===== src/rtl/regfile_mp.sv =====
// regfile_mp: multi-read-port register file with optional write-to-read
// bypass and a per-register busy scoreboard for RAW hazard detection.
module regfile_mp #(
  parameter int unsigned DATA_WIDTH  = 32,
  parameter int unsigned REG_NUM     = 32,
  parameter int unsigned RADDR_WIDTH = 5,
  parameter int unsigned RD_PORTS    = 2,
  parameter int unsigned BYPASS      = 1,
  parameter int unsigned ZERO_REG    = 1
) (
  input  logic                             clk,
  input  logic                             rst,
  input  logic [RD_PORTS-1:0]              rd_en,
  input  logic [RD_PORTS*RADDR_WIDTH-1:0]  rd_addr,
  output logic [RD_PORTS*DATA_WIDTH-1:0]   rd_data,
  output logic [RD_PORTS-1:0]              rd_busy,
  input  logic                             wen,
  input  logic [RADDR_WIDTH-1:0]           waddr,
  input  logic [DATA_WIDTH-1:0]            wdata,
  input  logic                             issue_en,
  input  logic [RADDR_WIDTH-1:0]           issue_addr,
  input  logic                             flush
);

  logic [REG_NUM-1:0][DATA_WIDTH-1:0] regs_q, regs_d;
  logic [REG_NUM-1:0]                 busy_q, busy_d;
  logic                               wr_ok;
  logic                               iss_ok;
  logic [RADDR_WIDTH-1:0]             ra;

  // Register 0 is neither writable nor reservable when hardwired to zero.
  always_comb begin
    wr_ok  = wen      && !((ZERO_REG != 0) && (waddr == '0));
    iss_ok = issue_en && !((ZERO_REG != 0) && (issue_addr == '0));
  end

  // Next data state: single write port; flush does not block the data write.
  always_comb begin
    regs_d = regs_q;
    if (wr_ok) begin
      regs_d[waddr] = wdata;
    end
  end

  // Next scoreboard state: flush clears everything, otherwise release then reserve (set wins).
  always_comb begin
    busy_d = busy_q;
    if (flush) begin
      busy_d = '0;
    end else begin
      if (wen) begin
        busy_d[waddr] = 1'b0;
      end
      if (iss_ok) begin
        busy_d[issue_addr] = 1'b1;
      end
    end
    if (ZERO_REG != 0) begin
      busy_d[0] = 1'b0;
    end
  end

  // State registers with synchronous reset overriding all updates.
  always_ff @(posedge clk) begin
    if (rst) begin
      regs_q <= '0;
      busy_q <= '0;
    end else begin
      regs_q <= regs_d;
      busy_q <= busy_d;
    end
  end

  // Combinational read ports, each independent, with optional same-cycle forwarding.
  always_comb begin
    rd_data = '0;
    rd_busy = '0;
    ra      = '0;
    for (int unsigned p = 0; p < RD_PORTS; p++) begin
      ra = rd_addr[p*RADDR_WIDTH +: RADDR_WIDTH];
      if (rd_en[p] && !((ZERO_REG != 0) && (ra == '0))) begin
        if ((BYPASS != 0) && wr_ok && (waddr == ra)) begin
          rd_data[p*DATA_WIDTH +: DATA_WIDTH] = wdata;
          rd_busy[p]                          = 1'b0;
        end else begin
          rd_data[p*DATA_WIDTH +: DATA_WIDTH] = regs_q[ra];
          rd_busy[p]                          = busy_q[ra];
        end
      end
    end
  end

endmodule


===== config.mk =====
export PLATFORM = sky130hd
export DESIGN_NAME = regfile_mp
export DESIGN_NICKNAME = d
export VERILOG_FILES = /design/src/rtl/regfile_mp.sv
export SDC_FILE = /design/constraint.sdc
export NUM_CORES = 2
export LEC_CHECK = 0
export CAP_MARGIN = 20
export CORE_MARGIN = 2
export CORE_UTILIZATION = 45
export DETAILED_ROUTE_END_ITERATION = 16
export DONT_BUFFER_PORTS = 1
export GPL_TIMING_DRIVEN = 0
export SLEW_MARGIN = 20
export SYNTH_ARGS = -nofsm -noshare
export SYNTH_HDL_FRONTEND = slang
export SYNTH_SLANG_ARGS = --single-unit

===== constraint.sdc =====
create_clock -name clk -period 6.9 [get_ports clk]
set_input_delay 1.38 -clock clk [delete_from_list [all_inputs] [get_ports clk]]
set_output_delay 1.38 -clock clk [all_outputs]
set_load 0.01 [all_outputs]

==> impl_metrics.tcl <==
set metrics [dict create \
    wirelength_mm 316 \
    post-place-ws_ns 0.499 \
    clkSlewWorstSetupHoldPaths_ns 0.06 \
    drt_iter0_drc 10700 \
    dieArea_sq_um 122000 \
    areaGrowthSynthToFinish_pct 11.6 \
    rsz0062_at_grt "no" \
    min-delay-path-class "reg -> reg" \
    finalSetupViolations 0 \
    netlist_area_sq_um 53900 \
    cap_violations 0 \
    wl_per_cell_um 38.9 \
    crit_type "in -> out" \
    yosysMostFrequentCell "nand2_1" \
    clock_path_buffers 3 \
    synthCells 6271 \
    yosysSeqAreaShare 0.392 \
    fin_util 0.508 \
    cp_max_fo 10 \
    start_kind "input pin" \
    die_h_um 350 \
    synth.distinct_cells 54 \
    ys_warn_count 0 \
    grt_use_total 0.501 \
    ys_ff_latch 1055 \
    ys_top_cells_by_count "2245 x nand2_1, 1055 x dfxtp_1, 1023 x a21oi_1, 524 x clkbuf_1, 393 x mux4_2" \
    skew_ns 0 \
    worst_slew_pin_slew_ns 1.42 \
    die_w_um 350 \
    drt_pass1_iterations 10 \
    worst_r2r_path_depth 2 \
    clk_latency_ns 0.76 \
    grt_pass1_wl_mm 416 \
    synth_flop_cell "dfxtp_1" \
    cp-endpoint "rd_data[45]" \
    startpoint "rd_addr[8]" \
    hpwl_mm 237 \
    drv_slew 0 \
    r2r-start "regs_q[753]" \
    leakagePower_nw 19.6 \
    synth.top_cells.by_area "dfxtp_1 39%, mux4_2 16%, nand2_1 16%" \
    drive_gt1_frac 0.129 \
    synth_nets 6330 \
    grt-ovfl-total 0 \
    antenna_found_initial 26 \
    max_freq_ghz 0.147 \
    htreeDepth 3 \
    end_kind "output port" \
    crit_arrival_ns 5.44 \
    portBuffers 0 \
    cts_buffers 119 \
    reg2reg_to "regs_q[753]" \
    finalWorstSetupSlack_ns 0.0847 \
    drc 0 \
    cts_setup_buffers 0 \
    yosys.area.top_type_share 0.392 \
    synth_async_sr_flop_share 0 \
    ant_nets 0 \
    power-per-cell-area_nw_per_um2 241 \
    vias 55500 \
    dp.cells 7876 \
    hold_violations 0 \
    grt_pass1_vias 49600 \
    layout.nets 6457 \
    rows 126 \
    grt_max_degree 17 \
    relSlewSlack 0.0530 \
    vdd_drop_max_mv 0.239 \
    synth_edf_count 0 \
    gp_congestion 1.12 \
    clock_sinks 1055 \
    fin_cells 8112 \
    crit_required_ns 5.52 \
    cts_resized 0 \
    fin_crit_ns 6.82 \
    initial_core_util 0.455 \
    r2r_setup_slack_ns 6.00 \
    power_mw 14.5 \
    status "completed" \
    cts_root_buf "clkbuf_16" \
    cts_tree "done" \
    fin_crit_sh 0.988 \
    core-area_sq_um 118000 \
    avgViaCountPerCell 6.84 \
    synth_area_per_cell_sq_um 8.59 \
    io-pin-count 125 \
    synth_top_cell_by_area "dfxtp_1" \
    holdBufCountCts 0 \
]
[flip-flops by register name (all words and copies together) (netlist names)]
register and cells:
busy_q 31, regs_q 1024
[critical path: stages]
cell and delay, ns:
clkbuf_1 0.32, nor2b_1 0.21, clkbuf_1 0.65, nand2_1 0.50
clkbuf_2 0.60, o221ai_1 0.56, a221oi_1 0.24, o41ai_2 0.95
[power by group]
| group | internal (mW) | switching, mW | leakage, nW |
|---|---|---|---|
| registers | 6.13 | 0.0348 | 8.50 |
| logic | 0.339 | 1.29 | 9.13 |
| clock network | 3.78 | 2.90 | 1.98 |
[final cells by class]
type,instances,area [sq um]
diodes,17,42.5
plain buffers,669,2980
clock buffers,181,3610
clock inverters,37,382
fillers,11500,58300
inverters,4,15.0
multi-input cells,4543,29900
flip-flops and latches,1055,21100
well taps,1600,2000
repair buffers,6,111
[layer usage]
metal | wire length [um] | global-route usage | vias up | share of wire
met5 | 365 | 0.00432 | - | 0.0012
met4 | 27500 | 0.361 | 20 | 0.087
met3 | 52700 | 0.225 | 1133 | 0.17
met2 | 121000 | 0.664 | 4879 | 0.38
met1 | 114000 | 0.637 | 27300 | 0.36
li1 | - | - | 22200 | -
[per-stage QoR]
| stage | hold WS, ns | setup TNS [ns] | area (sq um) |
|---|---|---|---|
| floorplan | 0.443 | 0 | 53900 |
| global placement | 0.448 | -1.38 | 55900 |
| detailed placement | 0.456 | 0 | 56100 |
| CTS | 0.464 | 0 | 60100 |
| global route | 0.481 | 0 | 60100 |
| finish | 0.465 | 0 | 60100 |
[worst min path at each step]
stage,endpoint,from,slack (ns),depth (start not counted)
5_1_grt,regs_q[965],regs_q[965],0.48,2
4_1_cts,regs_q[905],regs_q[905],0.46,2
3_5_place_dp,regs_q[905],regs_q[905],0.46,2
3_3_place_gp,regs_q[974],regs_q[974],0.45,2
6_report,regs_q[263],regs_q[263],0.47,2
2_1_floorplan,regs_q[193],regs_q[193],0.44,2
[kinds of logic (layout without fill, tap and decap cells)]
| kind of cell | Yosys count | in the layout | synth area share |
|---|---|---|---|
| AO/OA/AOI/OAI | 1398 | 1398 | 0.154 |
| XOR/XNOR | 10 | 10 | 0.00163 |
| multiplexers | 696 | 696 | 0.221 |
| buffers and inverters | 673 | 897 | 0.0541 |
| other | 0 | 17 | 0 |
| flip-flops | 1055 | 1055 | 0.392 |
| AND/OR/NAND/NOR | 2439 | 2439 | 0.176 |
[cells in the final DEF, fill, tap and decap left out, types with 6 or more instances in the layout]
cell	instances
clkbuf_16	120
dfxtp_1	1055
o22ai_1	41
a22oi_1	85
nor3b_1	6
a221o_1	22
a211oi_1	24
nor2b_1	38
a21boi_0	7
nand2_1	2245
o221ai_1	57
o22a_1	31
mux4_2	393
clkbuf_1	491
mux2_2	34
nand3_1	7
a22o_1	11
nand4_1	31
a21oi_1	1023
clkinv_2	21
a2111o_1	14
clkbuf_8	38
buf_4	29
buf_2	79
nor2_1	77
a32o_1	61
diode_2	17
buf_6	26
buf_1	12
clkbuf_2	56
mux2i_1	269
No activity file was read; power rests on OpenSTA's default activity.
